File: src/rtl/ibex_wb_arbiter.sv
// Writeback arbiter for the register file write port: EX results win, and colliding load data
// waits in a small FIFO. Also tracks a per-register busy scoreboard for outstanding loads.
module ibex_wb_arbiter #(
    parameter int unsigned DataWidth = 32,
    parameter int unsigned AddrWidth = 5,
    parameter int unsigned BufDepth  = 2
) (
    input  logic                    clk_i,
    input  logic                    rst_i,
    input  logic                    ex_valid_i,
    input  logic [AddrWidth-1:0]    ex_waddr_i,
    input  logic [DataWidth-1:0]    ex_wdata_i,
    input  logic                    lsu_issue_i,
    input  logic [AddrWidth-1:0]    lsu_issue_waddr_i,
    input  logic                    lsu_rvalid_i,
    output logic                    lsu_rready_o,
    input  logic [AddrWidth-1:0]    lsu_waddr_i,
    input  logic [DataWidth-1:0]    lsu_wdata_i,
    output logic                    rf_we_o,
    output logic [AddrWidth-1:0]    rf_waddr_o,
    output logic [DataWidth-1:0]    rf_wdata_o,
    output logic [2**AddrWidth-1:0] busy_o,
    output logic                    buf_empty_o
);

    localparam int unsigned NumRegs  = 2**AddrWidth;
    localparam int unsigned PtrWidth = (BufDepth > 1) ? $clog2(BufDepth) : 1;
    localparam int unsigned CntWidth = $clog2(BufDepth + 1);

    function automatic logic [PtrWidth-1:0] ptr_inc(input logic [PtrWidth-1:0] p);
        return (p == PtrWidth'(BufDepth - 1)) ? '0 : p + 1'b1;
    endfunction

    logic [AddrWidth-1:0] buf_addr_q [BufDepth];
    logic [DataWidth-1:0] buf_data_q [BufDepth];
    logic [PtrWidth-1:0]  rd_ptr_q, rd_ptr_d;
    logic [PtrWidth-1:0]  wr_ptr_q, wr_ptr_d;
    logic [CntWidth-1:0]  count_q, count_d;

    logic                 rf_we_q, rf_we_d;
    logic [AddrWidth-1:0] rf_waddr_q, rf_waddr_d;
    logic [DataWidth-1:0] rf_wdata_q, rf_wdata_d;
    logic                 rf_load_q, rf_load_d;
    logic [NumRegs-1:0]   busy_q, busy_d;

    logic ex_req;
    logic lsu_acc;
    logic lsu_keep;
    logic push;
    logic pop;

    assign lsu_rready_o = (count_q < CntWidth'(BufDepth));
    assign buf_empty_o  = (count_q == '0);
    assign ex_req       = ex_valid_i && (ex_waddr_i != '0);
    assign lsu_acc      = lsu_rvalid_i && lsu_rready_o;
    // Loads to x0 are consumed here and go no further.
    assign lsu_keep     = lsu_acc && (lsu_waddr_i != '0);

    always_comb begin
        push       = 1'b0;
        pop        = 1'b0;
        rf_we_d    = 1'b0;
        rf_load_d  = 1'b0;
        rf_waddr_d = rf_waddr_q;
        rf_wdata_d = rf_wdata_q;
        if (ex_req) begin
            rf_we_d    = 1'b1;
            rf_waddr_d = ex_waddr_i;
            rf_wdata_d = ex_wdata_i;
            push       = lsu_keep;
        end else if (!buf_empty_o) begin
            pop        = 1'b1;
            push       = lsu_keep;
            rf_we_d    = 1'b1;
            rf_load_d  = 1'b1;
            rf_waddr_d = buf_addr_q[rd_ptr_q];
            rf_wdata_d = buf_data_q[rd_ptr_q];
        end else if (lsu_keep) begin
            rf_we_d    = 1'b1;
            rf_load_d  = 1'b1;
            rf_waddr_d = lsu_waddr_i;
            rf_wdata_d = lsu_wdata_i;
        end
    end

    always_comb begin
        rd_ptr_d = pop ? ptr_inc(rd_ptr_q) : rd_ptr_q;
        wr_ptr_d = push ? ptr_inc(wr_ptr_q) : wr_ptr_q;
        count_d  = count_q + CntWidth'(push) - CntWidth'(pop);
    end

    // Clear on commit is applied first so a same-cycle reissue keeps the bit set.
    always_comb begin
        busy_d = busy_q;
        if (rf_we_q && rf_load_q) begin
            busy_d[rf_waddr_q] = 1'b0;
        end
        if (lsu_issue_i) begin
            busy_d[lsu_issue_waddr_i] = 1'b1;
        end
        busy_d[0] = 1'b0;
    end

    always_ff @(posedge clk_i) begin
        if (push) begin
            buf_addr_q[wr_ptr_q] <= lsu_waddr_i;
            buf_data_q[wr_ptr_q] <= lsu_wdata_i;
        end
    end

    always_ff @(posedge clk_i or posedge rst_i) begin
        if (rst_i) begin
            rd_ptr_q   <= '0;
            wr_ptr_q   <= '0;
            count_q    <= '0;
            rf_we_q    <= 1'b0;
            rf_load_q  <= 1'b0;
            rf_waddr_q <= '0;
            rf_wdata_q <= '0;
            busy_q     <= '0;
        end else begin
            rd_ptr_q   <= rd_ptr_d;
            wr_ptr_q   <= wr_ptr_d;
            count_q    <= count_d;
            rf_we_q    <= rf_we_d;
            rf_load_q  <= rf_load_d;
            rf_waddr_q <= rf_waddr_d;
            rf_wdata_q <= rf_wdata_d;
            busy_q     <= busy_d;
        end
    end

    assign rf_we_o    = rf_we_q;
    assign rf_waddr_o = rf_waddr_q;
    assign rf_wdata_o = rf_wdata_q;
    assign busy_o     = busy_q;

endmodule

File: config.mk
export PLATFORM = sky130hd
export DESIGN_NAME = ibex_wb_arbiter
export DESIGN_NICKNAME = d
export VERILOG_FILES = /design/src/rtl/ibex_wb_arbiter.sv
export SDC_FILE = /design/constraint.sdc
export NUM_CORES = 1
export LEC_CHECK = 0
export BUFFER_PORTS_ARGS = -buffer_cell sky130_fd_sc_hd__buf_2
export CAP_MARGIN = 20
export CORE_MARGIN = 3
export CORE_UTILIZATION = 45
export CTS_CLUSTER_DIAMETER = 30
export DETAILED_ROUTE_END_ITERATION = 8
export PLACE_DENSITY = 0.69
export SLEW_MARGIN = 20
export SYNTH_ARGS = -nofsm -noshare
export SYNTH_HDL_FRONTEND = slang
export SYNTH_SLANG_ARGS = --single-unit
File: constraint.sdc
create_clock -name clk_i -period 9.1 [get_ports clk_i]
set_input_delay 0.91 -clock clk_i [delete_from_list [all_inputs] [get_ports clk_i]]
set_output_delay 0.91 -clock clk_i [all_outputs]
set_load 0.01 [all_outputs]
==> run summary <==
status - finished clean
Num CTS Buffers - 17
Root Buffer - clkbuf_16
final hold slack - 504 ps
final-report hold violation count - 0
Global Route Usage Sum - 0.202
worst r2r src - count_q[1]$_DFF_PP0_
RSZ-0062 raised after global routing - no
Antenna diodes - 0
P per Cell Area - 324 mW/mm^2
post-synthesis sequential area ratio - 0.653
Startpoint Class - input port
min-delay worst type - register to register
FILL cells - 1123
clock buffer depth - 2
hold-fix buffers at CTS - 0
Cells on Worst Hold Path - 2
vias in the first global route - 4556
EDFF count, synth - 74
Crit Path Class - input port to register
CTS H-Tree Depth - 4
drt total wl - 15100 um
top cell type's share of synthesized area - 0.356
WP data required - 9400 ps
Die X - 124 um
Core ar. - 0.0134 mm^2
Final period util - 0.324
LEAKAGE - 3.12 nW
synthesis-to-finish area growth - 24.2%
First-pass DRT Iterations - 5
Clock transition at path regs - 50 ps
CTS tree - built
fmax - 0.339 GHz
most common cell after layout, fill and taps aside - buf_2
input/output buffers - 154
die area - 0.0153 mm^2
hold_sp - busy_o[6]$_DFF_PP0_
multi-input logic area - 0.00200 mm^2
Setup Fix Bufs, Post-CTS - 0
Final Net Count - 717
RR Endpoint - buf_data_q[1][12]$_DFFE_PP_
1st-iter DRT viols - 362
final antenna-violating net count - 0
initial core utilization - 0.466
Top FF cell, synth - edfxtp_1
CTS-repair resized insts - 0
Remaining DRCs - 0
DR WL/cell - 18.4 um
Relative slew margins - 0.344
cell area after synthesis - 0.00624 mm^2
largest net degree at the start of global routing - 75
Async S/R FF share, synth - 0.500
# IOs - 156
crit path capture type - register
setup_tns - 0 ps
Via density - 5.47
area leader, netlist - edfxtp_1
synthesis warning total - 0
worst reg2reg path depth - 5
crit path time final - 2950 ps
Yosys reg bits - 148
layout cells sized above 1 - 0.316
GR Overflow Total - 0
clock skew after layout - 10.1 ps
Syn Area/Cell - 13.1 um^2
sequential cell area - 0.00408 mm^2
Via Count - 4492
Worst-Margin Slew - 984 ps
Max IR drop VDD - 145 uV
hold worst-path end - busy_o[6]$_DFF_PP0_
worst skew pair latency - 420 ps
global-route wire length before repair - 23200 um
worst reg-to-reg setup slack - 6170 ps
Cell variety after synth - 42
post-detailed-placement half-perimeter wirelength - 10000 um
Final setup viols - 0
max-slew violations - 0
worst endpoint data arrival time - 3250 ps
Synth Net Count - 563
top post-synthesis cells by area - edfxtp_1 (36%), dfrtp_1 (30%), mux2i_1 (5.9%)
Synth Instances - 478
die height - 124 um
critical path fanouts, max - 38
Rows - 42
leading cell types in the layout, fill and taps excluded - buf_2 (154), edfxtp_1 (74), dfrtp_1 (73)
Placer Congestion - 0.859
Max Cap Viol - 0
Sink Count - 148
number of antenna violations at the first check in global routing - 1
-- worst max-delay path by stage --
stage          depth (start not counted)                 start  slack (ps)                         end
6_report                               5         ex_waddr_i[0]        6150  rf_wdata_o[12]$_DFFE_PP0P_
5_1_grt                                5  count_q[1]$_DFF_PP0_        5940  buf_addr_q[1][3]$_DFFE_PP_
4_1_cts                                5  count_q[1]$_DFF_PP0_        6020  buf_addr_q[0][2]$_DFFE_PP_
3_5_place_dp                           5         ex_waddr_i[0]        5730  rf_wdata_o[21]$_DFFE_PP0P_
3_3_place_gp                           5         ex_waddr_i[0]        5830  rf_wdata_o[11]$_DFFE_PP0P_
2_1_floorplan                          4        lsu_waddr_i[1]        5610  buf_addr_q[0][0]$_DFFE_PP_
-- cell type report --
cell class,count,share of cell area
clock inverter,7,0.00517
inverter,12,0.00597
sequential,148,0.526
timing repair buffer,159,0.107
clock buffer,25,0.0696
multi-input combinational,294,0.258
tap,176,0.0284
-- power by group --
part	leakage, nW	switching [mW]	internal [mW]
logic	1.33	0.472	0.318
registers	1.49	0.129	0.925
clock network	0.293	0.256	0.410
-- cells by family (layout without fill, tap and decap cells) --
kind of cell | Yosys count | in the layout | share of synthesized area
DFF | 148 | 148 | 0.653
buffers and inverters | 36 | 203 | 0.0277
adders and majority gates | 1 | 1 | 0.00201
and+or+nand+nor | 103 | 103 | 0.0891
AOI/OAI and AO/OA | 150 | 150 | 0.165
other | 1 | 1 | 0.000601
xor gates and xnor gates | 2 | 2 | 0.00281
muxes | 37 | 37 | 0.0594
-- Yosys cell counts (all sizes together) (2+ instances only) --
library cell / count
mux2i: 37
o221a: 30
nand3b: 5
nand3: 11
o221ai: 2
o21ai: 68
dfrtp: 74
a22oi: 5
or3b: 3
a21oi: 33
nand2b: 30
buf: 15
o31ai: 2
nor2: 35
o2bb2ai: 5
nand4: 5
or3: 3
inv: 12
nand2: 7
edfxtp: 74
clkbuf: 9
-- state kept, by name (all words and copies together) (netlist names) --
register / flops
rf_load_q: 1
rd_ptr_q: 1
buf_addr_q: 10
rf_waddr_o: 5
buf_data_q: 64
count_q: 2
rf_wdata_o: 32
wr_ptr_q: 1
busy_o: 31
rf_we_o: 1
-- worst max-delay path, cell delays in order --
cell and delay, ps:
buf_2 110, or3_4 400, o31ai_4 470, nand3_2 780, o221a_1 560
-- routing by layer --
metal	routed length [um]	GRT usage
met1	6140	0.251
met2	7580	0.333
met5	13	0
met3	1110	0.0559
met4	243	0.0865
-- stage by stage --
step | utilization | area, um^2 | power, mW | cells | setup slack [ps]
6_report | 0.578 | 7750 | 2.51 | 821 | 6150
5_1_grt | 0.578 | 7750 | 2.66 | 821 | 5940
4_1_cts | 0.576 | 7720 | 2.53 | 820 | 6020
3_5_place_dp | 0.533 | 7140 | 1.86 | 788 | 5730
3_3_place_gp | 0.533 | 7140 | 1.82 | 788 | 5830
2_1_floorplan | - | 6240 | 1.55 | 478 | 5610
No activity file was read; power rests on OpenSTA's default activity.
